==> src/rtl/sdram_arbiter_if.sv <==
// sdram_arbiter_if: SDRAM command-port bundle shared by the controller, processor and display clients.
//  Controller side: o_Ctl_Command/o_Ctl_Address/o_Ctl_Write out, i_Ctl_Read/i_Ctl_Read_Valid/i_Ctl_Write_Done in.
//  Processor side:  i_Proc_Command/i_Proc_Address/i_Proc_Write/i_Proc_SDRAM_Yield in,
//                   o_Proc_Read_Valid/o_Proc_Write_Done/o_Proc_SDRAM_Requested out.
//  Display side:    i_Disp_Req/i_Disp_Command/i_Disp_Address in, o_Disp_Grant/o_Disp_Read_Valid/o_Disp_Read out.
//  Status:          o_Arb_Error out.
//  Directions are named from the arbiter's point of view; master = arbiter, slave = the surrounding clients.
interface sdram_arbiter_if #(parameter int ADDR_W = 22);
  logic [1:0]        o_Ctl_Command;
  logic [ADDR_W-1:0] o_Ctl_Address;
  logic [31:0]       o_Ctl_Write;
  logic [31:0]       i_Ctl_Read;
  logic              i_Ctl_Read_Valid;
  logic              i_Ctl_Write_Done;
  logic [1:0]        i_Proc_Command;
  logic [ADDR_W-1:0] i_Proc_Address;
  logic [31:0]       i_Proc_Write;
  logic              o_Proc_Read_Valid;
  logic              o_Proc_Write_Done;
  logic              o_Proc_SDRAM_Requested;
  logic              i_Proc_SDRAM_Yield;
  logic              i_Disp_Req;
  logic [1:0]        i_Disp_Command;
  logic [ADDR_W-1:0] i_Disp_Address;
  logic              o_Disp_Grant;
  logic              o_Disp_Read_Valid;
  logic [31:0]       o_Disp_Read;
  logic              o_Arb_Error;
  modport master (
    output o_Ctl_Command, o_Ctl_Address, o_Ctl_Write,
    input  i_Ctl_Read, i_Ctl_Read_Valid, i_Ctl_Write_Done,
    input  i_Proc_Command, i_Proc_Address, i_Proc_Write, i_Proc_SDRAM_Yield,
    output o_Proc_Read_Valid, o_Proc_Write_Done, o_Proc_SDRAM_Requested,
    input  i_Disp_Req, i_Disp_Command, i_Disp_Address,
    output o_Disp_Grant, o_Disp_Read_Valid, o_Disp_Read,
    output o_Arb_Error
  );
  modport slave (
    input  o_Ctl_Command, o_Ctl_Address, o_Ctl_Write,
    output i_Ctl_Read, i_Ctl_Read_Valid, i_Ctl_Write_Done,
    output i_Proc_Command, i_Proc_Address, i_Proc_Write, i_Proc_SDRAM_Yield,
    input  o_Proc_Read_Valid, o_Proc_Write_Done, o_Proc_SDRAM_Requested,
    output i_Disp_Req, i_Disp_Command, i_Disp_Address,
    input  o_Disp_Grant, o_Disp_Read_Valid, o_Disp_Read,
    input  o_Arb_Error
  );
endinterface

==> src/rtl/sdram_arbiter.sv <==
// sdram_arbiter: owns the SDRAM controller port, sharing it between the processor (default) and the display (priority).
//  Ports: i_Clk, i_Rst_n (async active-low), bus (sdram_arbiter_if.master: controller, processor and display signals).
//  Optional feature macro SDRAM_ARB_WATCHDOG_EN: yield-timeout watchdog driving sticky o_Arb_Error.
//  Ownership moves only on the processor's yield, so processor bursts are never split; after regaining
//  the port the processor keeps it for PROC_MIN_CYCLES cycles before another display request is forwarded.
module sdram_arbiter #(
  parameter int PROC_MIN_CYCLES = 64
`ifdef SDRAM_ARB_WATCHDOG_EN
  ,parameter int WATCHDOG_CYCLES = 1024
`endif
) (
  input logic i_Clk,
  input logic i_Rst_n,
  sdram_arbiter_if.master bus
);
  localparam logic [1:0] CMD_IDLE = 2'd0;
  localparam logic [1:0] CMD_READ = 2'd1;
  localparam int QW = PROC_MIN_CYCLES > 0 ? $clog2(PROC_MIN_CYCLES + 1) : 1;
  typedef enum logic [1:0] {S_PROC, S_WAIT, S_DISP} state_t;
  state_t state_q, state_d;
  logic [QW-1:0] quant_q, quant_d;
  logic req_q, req_d, grant_q, grant_d;
  logic quant_met, disp_own, disp_release, wd_fire;
  // quant_q holds the remaining quantum; 0 (the reset value) means met. The last counted cycle also
  // counts as met so the processor keeps the port for exactly PROC_MIN_CYCLES cycles in S_PROC.
  assign quant_met = quant_q <= QW'(1);
  assign disp_own = state_q == S_DISP;
  assign disp_release = !bus.i_Disp_Req && bus.i_Disp_Command == CMD_IDLE;
`ifdef SDRAM_ARB_WATCHDOG_EN
  localparam int WW = $clog2(WATCHDOG_CYCLES + 1);
  logic [WW-1:0] wd_q, wd_d;
  logic err_q, err_d;
  // After a timeout the port is taken only once the processor command is idle, so no command is cut.
  assign wd_fire = wd_q == WW'(WATCHDOG_CYCLES) && bus.i_Proc_Command == CMD_IDLE;
  always_comb begin
    wd_d = state_q == S_WAIT && state_d == S_WAIT ? (wd_q == WW'(WATCHDOG_CYCLES) ? wd_q : wd_q + 1'b1) : '0;
    err_d = err_q || (state_q == S_WAIT && wd_q == WW'(WATCHDOG_CYCLES - 1));
  end
  always_ff @(posedge i_Clk or negedge i_Rst_n)
    if (!i_Rst_n) begin
      wd_q <= '0;
      err_q <= 1'b0;
    end else begin
      wd_q <= wd_d;
      err_q <= err_d;
    end
  assign bus.o_Arb_Error = err_q;
`else
  assign wd_fire = 1'b0;
  assign bus.o_Arb_Error = 1'b0;
`endif
  always_comb begin
    state_d = state_q;
    unique case (state_q)
      S_PROC: state_d = bus.i_Disp_Req && quant_met ? S_WAIT : S_PROC;
      S_WAIT: state_d = bus.i_Proc_SDRAM_Yield || wd_fire ? S_DISP : S_WAIT;
      S_DISP: state_d = disp_release ? S_PROC : S_DISP;
      default: state_d = S_PROC;
    endcase
    quant_d = state_q == S_DISP && state_d == S_PROC ? QW'(PROC_MIN_CYCLES)
            : state_q == S_PROC && quant_q != '0 ? quant_q - 1'b1 : quant_q;
    // Requested/Grant rise one cycle after the state change but fall on the releasing edge itself.
    req_d = state_q != S_PROC && state_d != S_PROC;
    grant_d = state_q == S_DISP && state_d == S_DISP;
  end
  always_ff @(posedge i_Clk or negedge i_Rst_n)
    if (!i_Rst_n) begin
      state_q <= S_PROC;
      quant_q <= '0;
      req_q <= 1'b0;
      grant_q <= 1'b0;
    end else begin
      state_q <= state_d;
      quant_q <= quant_d;
      req_q <= req_d;
      grant_q <= grant_d;
    end
  // The display may only read; anything else it drives is suppressed to idle.
  assign bus.o_Ctl_Command = !i_Rst_n ? CMD_IDLE
                           : disp_own ? (bus.i_Disp_Command == CMD_READ ? CMD_READ : CMD_IDLE)
                           : bus.i_Proc_Command;
  assign bus.o_Ctl_Address = disp_own ? bus.i_Disp_Address : bus.i_Proc_Address;
  assign bus.o_Ctl_Write = bus.i_Proc_Write;
  assign bus.o_Proc_Read_Valid = !disp_own && bus.i_Ctl_Read_Valid;
  assign bus.o_Proc_Write_Done = !disp_own && bus.i_Ctl_Write_Done;
  assign bus.o_Proc_SDRAM_Requested = req_q;
  assign bus.o_Disp_Grant = grant_q;
  assign bus.o_Disp_Read_Valid = disp_own && bus.i_Ctl_Read_Valid;
  assign bus.o_Disp_Read = bus.i_Ctl_Read;
endmodule

==> src/flat_wrapper.sv <==
// flat-port wrapper written by rule: the top's interface ports become plain ports
module sdram_arbiter_flat 
#(
  parameter int PROC_MIN_CYCLES = 64

)
  (i_Clk, i_Rst_n, bus_o_Ctl_Command, bus_o_Ctl_Address, bus_o_Ctl_Write, bus_i_Ctl_Read, bus_i_Ctl_Read_Valid, bus_i_Ctl_Write_Done, bus_i_Proc_Command, bus_i_Proc_Address, bus_i_Proc_Write, bus_i_Proc_SDRAM_Yield, bus_o_Proc_Read_Valid, bus_o_Proc_Write_Done, bus_o_Proc_SDRAM_Requested, bus_i_Disp_Req, bus_i_Disp_Command, bus_i_Disp_Address, bus_o_Disp_Grant, bus_o_Disp_Read_Valid, bus_o_Disp_Read, bus_o_Arb_Error);
  sdram_arbiter_if #(.ADDR_W(22)) bus_i ();
  input logic i_Clk;
  input logic i_Rst_n;
  output wire logic [$bits(bus_i.o_Ctl_Command)-1:0] bus_o_Ctl_Command;
  output wire logic [$bits(bus_i.o_Ctl_Address)-1:0] bus_o_Ctl_Address;
  output wire logic [$bits(bus_i.o_Ctl_Write)-1:0] bus_o_Ctl_Write;
  input wire logic [$bits(bus_i.i_Ctl_Read)-1:0] bus_i_Ctl_Read;
  input wire logic [$bits(bus_i.i_Ctl_Read_Valid)-1:0] bus_i_Ctl_Read_Valid;
  input wire logic [$bits(bus_i.i_Ctl_Write_Done)-1:0] bus_i_Ctl_Write_Done;
  input wire logic [$bits(bus_i.i_Proc_Command)-1:0] bus_i_Proc_Command;
  input wire logic [$bits(bus_i.i_Proc_Address)-1:0] bus_i_Proc_Address;
  input wire logic [$bits(bus_i.i_Proc_Write)-1:0] bus_i_Proc_Write;
  input wire logic [$bits(bus_i.i_Proc_SDRAM_Yield)-1:0] bus_i_Proc_SDRAM_Yield;
  output wire logic [$bits(bus_i.o_Proc_Read_Valid)-1:0] bus_o_Proc_Read_Valid;
  output wire logic [$bits(bus_i.o_Proc_Write_Done)-1:0] bus_o_Proc_Write_Done;
  output wire logic [$bits(bus_i.o_Proc_SDRAM_Requested)-1:0] bus_o_Proc_SDRAM_Requested;
  input wire logic [$bits(bus_i.i_Disp_Req)-1:0] bus_i_Disp_Req;
  input wire logic [$bits(bus_i.i_Disp_Command)-1:0] bus_i_Disp_Command;
  input wire logic [$bits(bus_i.i_Disp_Address)-1:0] bus_i_Disp_Address;
  output wire logic [$bits(bus_i.o_Disp_Grant)-1:0] bus_o_Disp_Grant;
  output wire logic [$bits(bus_i.o_Disp_Read_Valid)-1:0] bus_o_Disp_Read_Valid;
  output wire logic [$bits(bus_i.o_Disp_Read)-1:0] bus_o_Disp_Read;
  output wire logic [$bits(bus_i.o_Arb_Error)-1:0] bus_o_Arb_Error;
  assign bus_o_Ctl_Command = bus_i.o_Ctl_Command;
  assign bus_o_Ctl_Address = bus_i.o_Ctl_Address;
  assign bus_o_Ctl_Write = bus_i.o_Ctl_Write;
  assign bus_i.i_Ctl_Read = bus_i_Ctl_Read;
  assign bus_i.i_Ctl_Read_Valid = bus_i_Ctl_Read_Valid;
  assign bus_i.i_Ctl_Write_Done = bus_i_Ctl_Write_Done;
  assign bus_i.i_Proc_Command = bus_i_Proc_Command;
  assign bus_i.i_Proc_Address = bus_i_Proc_Address;
  assign bus_i.i_Proc_Write = bus_i_Proc_Write;
  assign bus_i.i_Proc_SDRAM_Yield = bus_i_Proc_SDRAM_Yield;
  assign bus_o_Proc_Read_Valid = bus_i.o_Proc_Read_Valid;
  assign bus_o_Proc_Write_Done = bus_i.o_Proc_Write_Done;
  assign bus_o_Proc_SDRAM_Requested = bus_i.o_Proc_SDRAM_Requested;
  assign bus_i.i_Disp_Req = bus_i_Disp_Req;
  assign bus_i.i_Disp_Command = bus_i_Disp_Command;
  assign bus_i.i_Disp_Address = bus_i_Disp_Address;
  assign bus_o_Disp_Grant = bus_i.o_Disp_Grant;
  assign bus_o_Disp_Read_Valid = bus_i.o_Disp_Read_Valid;
  assign bus_o_Disp_Read = bus_i.o_Disp_Read;
  assign bus_o_Arb_Error = bus_i.o_Arb_Error;
  sdram_arbiter #(.PROC_MIN_CYCLES(PROC_MIN_CYCLES)) u_core (.i_Clk(i_Clk), .i_Rst_n(i_Rst_n), .bus(bus_i));
endmodule
==> config.mk <==
export PLATFORM = sky130hd
export DESIGN_NAME = sdram_arbiter_flat
export DESIGN_NICKNAME = d
export VERILOG_FILES = /design/src/rtl/sdram_arbiter_if.sv /design/src/rtl/sdram_arbiter.sv /design/src/flat_wrapper.sv
export SDC_FILE = /design/constraint.sdc
export NUM_CORES = 1
export LEC_CHECK = 0
export CAP_MARGIN = 20
export CORE_AREA = 2 2 83 85
export CTS_CLUSTER_DIAMETER = 30
export DETAILED_ROUTE_END_ITERATION = 12
export DIE_AREA = 0 0 85 87
export PLACE_DENSITY = 0.85
export SYNTH_ARGS = -nofsm -noshare
export SYNTH_HDL_FRONTEND = slang
export SYNTH_SLANG_ARGS = --single-unit
==> constraint.sdc <==
create_clock -name i_Clk -period 2.3 [get_ports i_Clk]
set_input_delay 0.69 -clock i_Clk [delete_from_list [all_inputs] [get_ports i_Clk]]
set_output_delay 0.69 -clock i_Clk [all_outputs]
set_load 0.01 [all_outputs]
==> results.sh, run 1 <==
export IMPL_pwr_share_comb_pct=69.7
export IMPL_wl_per_cell_um=14.0
export IMPL_ys_seq_elements=11
export IMPL_min_period_over_period_pct=98.0
export IMPL_syn_avg_cell_area_um2=6.78
export IMPL_max_clock_freq_ghz=0.444
export IMPL_synth_xor_area_share_pct=0
export IMPL_async_flop_share_pct=100
export IMPL_pin_count=212
export IMPL_synth_top_area_share_pct=34.3
export IMPL_yosysUniqueCellTypes=34
export IMPL_drt_pass1_iterations=4
export IMPL_p_seq_share_pct=19.7
export IMPL_path_class="primary input to output pin"
export IMPL_mostFrequentLayoutCell="nand2_1"
export IMPL_cell_internal_pwr_uw=1030
export IMPL_clock_skew_ns=0.00119
export IMPL_placed_area_mm2=0.00191
export IMPL_cts_clk_slew_worst_paths_ns=0.05
export IMPL_drtIter0Drc=26
export IMPL_worstSetupEndpoint="bus_o_Ctl_Address[16]"
export IMPL_p_sw_uw=813
export IMPL_crit_arrival_ns=1.56
export IMPL_grt_max_degree=19
export IMPL_vdd_ir_drop_max_uv=272
export IMPL_drive_gt1_share_pct=7.39
export IMPL_ys_top_cells_by_area="buf_4, dfrtp_1, nand2_1"
export IMPL_max_cap_violations=0
export IMPL_via_per_inst=4.28
export IMPL_postRouteAntennaNets=0
export IMPL_core_mm2=0.00657
export IMPL_die_y_um=87
export IMPL_sw_frac_of_total_pct=44.0
export IMPL_post_route_util_pct=29.3
export IMPL_tritoncts="done"
export IMPL_hpwl_um=3710
export IMPL_fin_nets=352
export IMPL_worst_r2r_cell_count=5
export IMPL_endpoint_kind="output pin"
export IMPL_layout_setup_ws_ns=0.0466
export IMPL_die_width_um=85
export IMPL_finalSetupViolCount=0
export IMPL_start_util_pct=21.7
export IMPL_reg2reg_slack_ns=0.30
export IMPL_hold_violations=0
export IMPL_startpoint_type="primary input"
export IMPL_dp_cells=306
export IMPL_synth_ff_type="dfrtp_1"
export IMPL_yosys_mux_area_fraction_pct=1.41
export IMPL_synthCells=210
export IMPL_synthAdderAreaFrac_pct=2.64
export IMPL_post_place_ws_ns=-0.485
export IMPL_h_tree_depth=1
export IMPL_timing_rr_end="u_core.quant_q[1]"
export IMPL_post_cts_buffers=0
export IMPL_stdcell_area_mm2=0.00192
export IMPL_area_growth_pct=35.1
export IMPL_vias=1327
export IMPL_cts_sinks=11
export IMPL_status="completed"
export IMPL_post_route_min_period_ns=2.25
export IMPL_antenna_found_initial=0
export IMPL_port_buffer_count=82
export IMPL_slew_viol_final=0
export IMPL_timing_rr_start="u_core.quant_q[0]"
export IMPL_overflow=0
export IMPL_p_per_area_mw_per_mm2=960
export IMPL_required_ns=1.61
export IMPL_finalNonFillerCells=310
export IMPL_yosys_warnings=0
export IMPL_synth_top_family_by_area="buffers and inverters"
export IMPL_tightest_slew_ns=0.659
export IMPL_routed_wl_um=4340
export IMPL_grt_pass1_wl_um=6000
export IMPL_final_cell_mix="nand2_1, clkdlybuf4s50_1, dlygate4sd2_1"
export IMPL_routabilityCongestion=0.792
export IMPL_grt_pass1_vias=1208
export IMPL_syn_area_mm2=0.00142
export IMPL_p_clk_share_pct=10.6
export IMPL_synth_top_area_cell="buf_4"
export IMPL_worstSetupStartpoint="bus_i_Proc_Address[16]"
export IMPL_slew_headroom_pct=55.7
export IMPL_whs_ns=0.492
export IMPL_cts_buffer_depth=2
export IMPL_cts_buffers=3
export IMPL_clk_latency_ns=0.24
export IMPL_critPathMaxFanout=1
export IMPL_rows=30
export IMPL_synthSimpleGateAreaFrac_pct=31.7
export IMPL_grt_usage_pct=10.4
export IMPL_hp_class="primary input to asynchronous set/reset pin"
export IMPL_fillers=707
export IMPL_synth_compound_area_share_pct=6.50
export IMPL_antenna_cells=0
export IMPL_die_area_mm2=0.00740
export IMPL_rsz0062_at_grt="false"
export IMPL_p_leak_uw=0.000948
export IMPL_cts_root_buffer="clkbuf_8"
export IMPL_seq_area_frac_synth_pct=19.3
export IMPL_syn_nets=331
export IMPL_synth_edf_count=0
export IMPL_drc=0
-- worst min-delay path by stage --
stage                      startpoint                       to  slack (ns)  cells past startpoint
floorplan                     i_Rst_n  u_core.bus.o_Disp_Grant        0.39                      0
global placement    u_core.quant_q[5]        u_core.quant_q[5]        0.48                      1
detailed placement  u_core.quant_q[4]        u_core.quant_q[4]        0.51                      1
CTS                           i_Rst_n        u_core.quant_q[2]        0.49                      2
global route                  i_Rst_n        u_core.quant_q[0]        0.49                      2
finish                        i_Rst_n        u_core.quant_q[1]        0.49                      2
-- state kept, by name (all words and copies together), names as in the netlist --
name                               cells
u_core.bus.o_Disp_Grant                1
u_core.bus.o_Proc_SDRAM_Requested      1
u_core.quant_q                         7
u_core.state_q                         2
-- power by group through the flow --
stage	Sequential, µW	Clock, µW	Combinational (µW)
floorplan	345	0	855
global placement	359	0	1400
detailed placement	363	0	1440
CTS	363	200	1300
global route	378	211	1430
finish	363	196	1290
-- layer usage --
metal / vias to the layer above / part of all wire (%) / global-route usage, %
met3: 9 / 12 / 4.64
met1: 591 / 33 / 10.4
met4: 0 / 1.4 / 3.03
li1: 644 / - / -
met5: - / 0 / 0
met2: 83 / 54 / 19.6
-- metrics by stage --
stage,setup TNS [ns],total power (µW)
CTS,0,1870
floorplan,0,1200
global route,0,2020
finish,0,1850
detailed placement,-5.34,1800
global placement,-5.27,1760
-- what timing repair did --
action                     in CTS  in global routing
pin swaps                       0                  1
setup endpoints to repair      27                  1
hold buffers                    0                  0
resized for setup              35                  1
-- area by class of cell --
class / count / area (µm²) / share of cell area [%]
repair buffers: 91 / 880 / 45.7
multi-input cells: 120 / 608 / 31.6
flip-flops and latches: 11 / 275 / 14.3
well taps: 80 / 100 / 5.20
clock buffers: 4 / 45.0 / 2.34
inverters: 4 / 15.0 / 0.781
-- synth_stat cells, types with 3 or more instances --
cell type / number
nor4_1: 3
nor3_1: 3
nand4b_1: 3
clkbuf_1: 8
dfrtp_1: 11
and2_1: 3
nor2_1: 6
buf_4: 65
o21ai_0: 4
nand3_1: 3
nand2_1: 69
ha_1: 3
inv_1: 4
-- critical path: stages --
cell,delay [ns]
clkdlybuf4s50_1,0.45
nand2_1,0.05
nand2_1,0.09
dlygate4sd2_1,0.28
-- kinds of logic (layout without fill, tap and decap cells) --
family | Yosys count | after routing
AND/OR/NAND/NOR | 101 | 101
AO/OA/AOI/OAI | 13 | 13
adder cells (fa/ha/maj) | 3 | 3
buffers and inverters | 79 | 99
flip-flops | 11 | 11
multiplexers | 2 | 2
other | 1 | 1
Power figures use the tool's default switching activity.
==> inputs of run 2 (changes only) <==
--- a/config.mk
+++ b/config.mk
@@ -5,12 +5,14 @@
 export SDC_FILE = /design/constraint.sdc
 export NUM_CORES = 1
 export LEC_CHECK = 0
+export ABC_CLOCK_PERIOD_IN_PS = 2300
 export CAP_MARGIN = 20
-export CORE_AREA = 2 2 83 85
+export CORE_AREA = 2 2 81 83
 export CTS_CLUSTER_DIAMETER = 30
 export DETAILED_ROUTE_END_ITERATION = 12
-export DIE_AREA = 0 0 85 87
-export PLACE_DENSITY = 0.85
+export DIE_AREA = 0 0 83 85
+export DONT_BUFFER_PORTS = 1
+export PLACE_DENSITY = 0.44
 export SYNTH_ARGS = -nofsm -noshare
 export SYNTH_HDL_FRONTEND = slang
 export SYNTH_SLANG_ARGS = --single-unit
==> run 2 against run 1 <==
Total power shrank 19%. Non-clock buffer count decreased by 84. Combinational power decreased by 27%. Count of clock-buffer cells in the layout is the same. Critical path depth unchanged. Design area decreased by 43%. Hold slack worse by 0.35 ns. Clock skew increased by 0.0024 ns. Critical endpoint is now bus_o_Ctl_Address[4]. Largest power group unchanged.
==> results.sh, run 2 (synthesis gave the netlist of run 1 again) <==
export IMPL_crit_arrival_ns=1.44
export IMPL_finalNonFillerCells=224
export IMPL_critical_path_most_common_cell="nand2_1"
export IMPL_layout_setup_ws_ns=0.170
export IMPL_grt_usage_pct=9.73
export IMPL_vias=1015
export IMPL_post_place_ws_ns=0.371
export IMPL_rows=29
export IMPL_die_width_um=83
export IMPL_endpoint_kind="output pin"
export IMPL_min_period_over_period_pct=92.6
export IMPL_p_per_area_mw_per_mm2=1370
export IMPL_post_cts_buffers=0
export IMPL_slew_viol_final=0
export IMPL_rsz0062_at_grt="false"
export IMPL_largest_register_ffs=7
export IMPL_post_route_min_period_ns=2.13
export IMPL_die_area_mm2=0.00706
export IMPL_final_cell_mix="nand2_1, dfrtp_1, buf_4"
export IMPL_core_mm2=0.00620
export IMPL_grt_pass1_vias=812
export IMPL_cts_buffers=3
export IMPL_path_class="flip-flop to output pin"
export IMPL_finalSetupViolCount=0
export IMPL_reg_top3="u_core.quant_q (7), u_core.state_q (2)"
export IMPL_cts_root_buffer="clkbuf_8"
export IMPL_post_cts_resized=0
export IMPL_path_depth=4
export IMPL_routed_wl_um=3840
export IMPL_finalSetupTns_ns=0
export IMPL_hpwl_um=3310
export IMPL_stdcell_area_mm2=0.00109
export IMPL_p_clk_share_pct=12.8
export IMPL_drt_pass1_iterations=4
export IMPL_pwr_share_comb_pct=62.5
export IMPL_clock_skew_ns=0.00355
export IMPL_port_buffer_count=0
export IMPL_critPathMaxFanout=22
export IMPL_postRouteAntennaNets=0
export IMPL_cell_internal_pwr_uw=754
export IMPL_cts_clk_slew_worst_paths_ns=0.05
export IMPL_grt_max_degree=23
export IMPL_hp_class="primary input to asynchronous set/reset pin"
export IMPL_critical_path_top_delay_family="simple AND/OR/NAND/NOR gates"
export IMPL_drtIter0Drc=58
export IMPL_sw_frac_of_total_pct=49.8
export IMPL_max_clock_freq_ghz=0.469
export IMPL_whs_ns=0.145
export IMPL_fillers=691
export IMPL_start_util_pct=22.9
export IMPL_startpoint_type="flip-flop"
export IMPL_overflow=0
export IMPL_fin_nets=268
export IMPL_dp_cells=219
export IMPL_cts_buffer_depth=2
export IMPL_cts_sinks=11
export IMPL_wl_per_cell_um=17.1
export IMPL_required_ns=1.61
export IMPL_crit_chain="nor2b_2 -> buf_4 -> nand2_1 -> nand2_1"
export IMPL_p_sw_uw=748
export IMPL_drc=0
export IMPL_clk_latency_ns=0.24
export IMPL_h_tree_depth=1
export IMPL_antenna_found_initial=1
export IMPL_pin_count=212
export IMPL_die_y_um=85
export IMPL_max_cap_violations=0
export IMPL_placed_area_mm2=0.00105
export IMPL_slowest_stage="dfrtp_1"
export IMPL_hold_violations=0
export IMPL_worst_r2r_cell_count=5
export IMPL_mostFrequentLayoutCell="nand2_1"
export IMPL_p_leak_uw=0.000560
export IMPL_drive_gt1_share_pct=8.90
export IMPL_critical_path_max_stage_delay_ns=0.36
export IMPL_area_growth_pct=-23.1
export IMPL_p_seq_share_pct=24.7
export IMPL_grt_pass1_wl_um=5160
export IMPL_status="completed"
export IMPL_top_register="u_core.quant_q"
export IMPL_cts_hold_buffers=0
export IMPL_via_per_inst=4.53
export IMPL_path_buf_inv=1
export IMPL_routabilityCongestion=0.753
export IMPL_vdd_ir_drop_max_uv=474
export IMPL_tritoncts="done"
[run 2: cell count changes in the layout (fill, tap and decap cells not counted)]
cell	change
clkdlybuf4s50_1	-53
dlygate4sd2_1	-26
buf_12	-2
a21boi_0	+1
a21boi_1	-1
buf_2	-1
clkdlybuf4s15_2	-1
diode_2	+1
dlymetal6s2s_1	-1
[run 2: final timing paths]
kind	startpoint	end	slack (ns)
worst max-delay path	u_core.state_q[1]	bus_o_Ctl_Address[4]	0.17
worst min-delay path	i_Rst_n	u_core.quant_q[3]	0.15
worst max register to register	u_core.quant_q[1]	u_core.quant_q[0]	0.36
worst min register to register	u_core.quant_q[5]	u_core.quant_q[5]	0.51
max in group asynchronous	i_Rst_n	u_core.bus.o_Proc_SDRAM_Requested	2.08
min in group i_Clk	u_core.quant_q[5]	u_core.quant_q[5]	0.51
[run 2: per-stage QoR]
stage	total power (µW)	utilization [%]
final	1500	17.6
after global routing	1650	17.6
after global placement	1330	16.9
after floorplan	1200	-
after detailed placement	1320	16.9
after CTS	1510	17.6
[run 2: power by group through the flow]
stage	clock network [µW]	logic, µW	registers [µW]
finish	192	939	371
global route	209	1050	388
CTS	198	944	370
detailed placement	0	944	371
global placement	0	952	373
floorplan	0	855	345
[run 2: layout make-up]
| class | count | area, µm² | area share, % |
|---|---|---|---|
| Multi-Input combinational cell | 120 | 608 | 55.5 |
| Sequential cell | 11 | 275 | 25.1 |
| Tap cell | 77 | 96.3 | 8.80 |
| Timing Repair Buffer | 7 | 52.6 | 4.80 |
| Clock buffer | 4 | 45.0 | 4.11 |
| Inverter | 4 | 15.0 | 1.37 |
| Antenna cell | 1 | 2.50 | 0.229 |
[run 2: worst register-to-register path, stage by stage (launching register included)]
cell     delay (ns)
dfrtp_1        0.40
inv_1          0.13
ha_1           0.19
or4b_1         0.56
or2_0          0.26
a221o_1        0.29
[run 2: metal layers]
metal  up-vias  share of wire, %  track usage, %
met3        20                24            9.82
li1        475                 -               -
met2        75                34            9.38
met5         -                 0               0
met1       445                38            12.4
met4         0               3.9            5.51
==> inputs of run 3 (changes only) <==
--- a/config.mk
+++ b/config.mk
@@ -7,10 +7,10 @@
 export LEC_CHECK = 0
 export ABC_CLOCK_PERIOD_IN_PS = 2300
 export CAP_MARGIN = 20
-export CORE_AREA = 2 2 81 83
+export CORE_AREA = 2 2 82 84
 export CTS_CLUSTER_DIAMETER = 30
 export DETAILED_ROUTE_END_ITERATION = 12
-export DIE_AREA = 0 0 83 85
+export DIE_AREA = 0 0 84 86
 export DONT_BUFFER_PORTS = 1
 export PLACE_DENSITY = 0.44
 export SYNTH_ARGS = -nofsm -noshare
==> run 3 against run 2 <==
Sequential share of layout area is 0.20 points higher. Design area down 0.34%. Hold slack improved by 0.0035 ns. Via count barely moved. Count of clock-buffer cells in the layout is the same. Clock power barely moved. Clock skew up 0.00090 ns. Critical path type unchanged. Highest routed layer unchanged.
==> results.sh, run 3 (synthesis gave the netlist of run 1 again) <==
export IMPL_status="completed"
export IMPL_die_area_mm2=0.00722
export IMPL_die_width_um=84
export IMPL_hpwl_um=2740
export IMPL_grt_usage_pct=8.29
export IMPL_antenna_cells=0
export IMPL_grt_pass1_vias=945
export IMPL_critical_path_top_delay_family="simple AND/OR/NAND/NOR gates"
export IMPL_wl_met3_um=392
export IMPL_h_tree_depth=1
export IMPL_finalNonFillerCells=221
export IMPL_core_mm2=0.00628
export IMPL_drc=0
export IMPL_highest_layer="met4"
export IMPL_post_place_ws_ns=0.342
export IMPL_layout_setup_ws_ns=0.176
export IMPL_hp_class="primary input to asynchronous set/reset pin"
export IMPL_reg_top3="u_core.quant_q (7), u_core.state_q (2)"
export IMPL_routed_wl_um=3340
export IMPL_final_cell_mix="nand2_1, dfrtp_1, nor2_1"
export IMPL_rsz0062_at_grt="false"
export IMPL_required_ns=1.61
export IMPL_area_growth_pct=-23.4
export IMPL_vias=1016
export IMPL_via_per_inst=4.60
export IMPL_post_cts_buffers=0
export IMPL_stdcell_area_mm2=0.00109
export IMPL_crit_chain="nand2b_1 -> buf_12 -> nand2_1 -> nand2_1"
export IMPL_wl_met2_um=1380
export IMPL_tightest_slew_ns=0.749
export IMPL_tritoncts="done"
export IMPL_cts_sinks=11
export IMPL_wl_per_cell_um=15.1
export IMPL_clk_latency_ns=0.23
export IMPL_cts_root_buffer="clkbuf_8"
export IMPL_path_class="flip-flop to output pin"
export IMPL_startpoint_type="flip-flop"
export IMPL_slowest_stage="dfrtp_2"
export IMPL_antenna_found_initial=0
export IMPL_drt_met1_wl_um=1460
export IMPL_placed_area_mm2=0.00104
export IMPL_grt_pass1_wl_um=4780
export IMPL_mostFrequentLayoutCell="nand2_1"
export IMPL_port_buffer_count=0
export IMPL_path_buf_inv=1
export IMPL_slew_headroom_pct=49.6
export IMPL_top_register="u_core.quant_q"
export IMPL_cts_buffer_depth=2
export IMPL_post_route_min_period_ns=2.12
export IMPL_cts_hold_buffers=0
export IMPL_start_util_pct=22.7
export IMPL_vdd_ir_drop_max_uv=693
export IMPL_endpoint_kind="output pin"
export IMPL_fin_nets=266
export IMPL_max_clock_freq_ghz=0.471
export IMPL_p_leak_uw=0.000555
export IMPL_pin_count=212
export IMPL_drt_pass1_iterations=4
export IMPL_overflow=0
export IMPL_cts_clk_slew_worst_paths_ns=0.05
export IMPL_postRouteAntennaNets=0
export IMPL_min_period_over_period_pct=92.3
export IMPL_drtIter0Drc=41
export IMPL_die_y_um=86
export IMPL_grt_max_degree=26
export IMPL_crit_arrival_ns=1.43
export IMPL_dp_cells=217
export IMPL_routabilityCongestion=0.723
export IMPL_finalSetupViolCount=0
export IMPL_slew_viol_final=0
export IMPL_critical_path_max_stage_delay_ns=0.47
export IMPL_hold_violations=0
export IMPL_critPathMaxFanout=22
export IMPL_post_cts_resized=0
export IMPL_drive_gt1_share_pct=8.33
export IMPL_rows=29
export IMPL_max_cap_violations=0
export IMPL_post_route_util_pct=17.4
export IMPL_finalSetupTns_ns=0
export IMPL_largest_register_ffs=7
export IMPL_p_per_area_mw_per_mm2=1350
export IMPL_cts_buffers=3
export IMPL_critical_path_most_common_cell="nand2_1"
export IMPL_clock_skew_ns=0.00445
## run 3: cell count changes in the layout (fill, tap and decap cells not counted)
cell | before | now
buf_12 | 0 | 1
dfrtp_1 | 11 | 10
diode_2 | 1 | 0
buf_4 | 7 | 4
dfrtp_2 | 0 | 1
## run 3: final cells by class
type	instances	area (µm²)
clock buffers	4	45.0
fillers	703	5190
inverters	4	15.0
multi-input cells	120	608
flip-flops and latches	11	277
well taps	77	96.3
repair buffers	5	50.0
## run 3: per-stage QoR
step	hold slack, ns	power [µW]
after CTS	0.144	1490
after detailed placement	0.396	1290
after global placement	0.395	1280
after floorplan	0.394	1200
after global routing	0.136	1620
final	0.149	1480
## run 3: final timing paths
kind | slack (ns) | endpoint | startpoint | cells after the start
min | 0.15 | u_core.bus.o_Proc_SDRAM_Requested | i_Rst_n | 0
max | 0.18 | bus_o_Ctl_Address[4] | u_core.state_q[1] | 4
min in group i_Clk | 0.49 | u_core.quant_q[5] | u_core.quant_q[5] | 1
max in group asynchronous | 2.07 | u_core.state_q[1] | i_Rst_n | 0
max reg2reg | 0.43 | u_core.quant_q[0] | u_core.quant_q[0] | 5
min reg2reg | 0.49 | u_core.quant_q[5] | u_core.quant_q[5] | 1
## run 3: worst register-to-register path: cells and delay by family, from the launching register on
kind	cells	cell delay, ns
adder cells (fa/ha/maj)	1	0.19
buffers and inverters	1	0.12
AO/OA/AOI/OAI	1	0.30
flip-flops	1	0.43
AND/OR/NAND/NOR	2	0.72
## run 3: where the power goes
part / internal [µW] / leakage [µW] / total, µW / switching, µW
clock: 121 / 0.0000228 / 191 / 69.4
sequential: 285 / 0.000137 / 390 / 105
combinational: 337 / 0.000395 / 897 / 560
total: 743 / 0.000555 / 1480 / 735
## run 3: metal layers
| metal | vias up | GRT usage (%) |
|---|---|---|
| met4 | 0 | 5.43 |
| met3 | 18 | 2.41 |
| li1 | 468 | - |
| met1 | 449 | 12.0 |
| met2 | 81 | 10.4 |
| met5 | - | 0 |
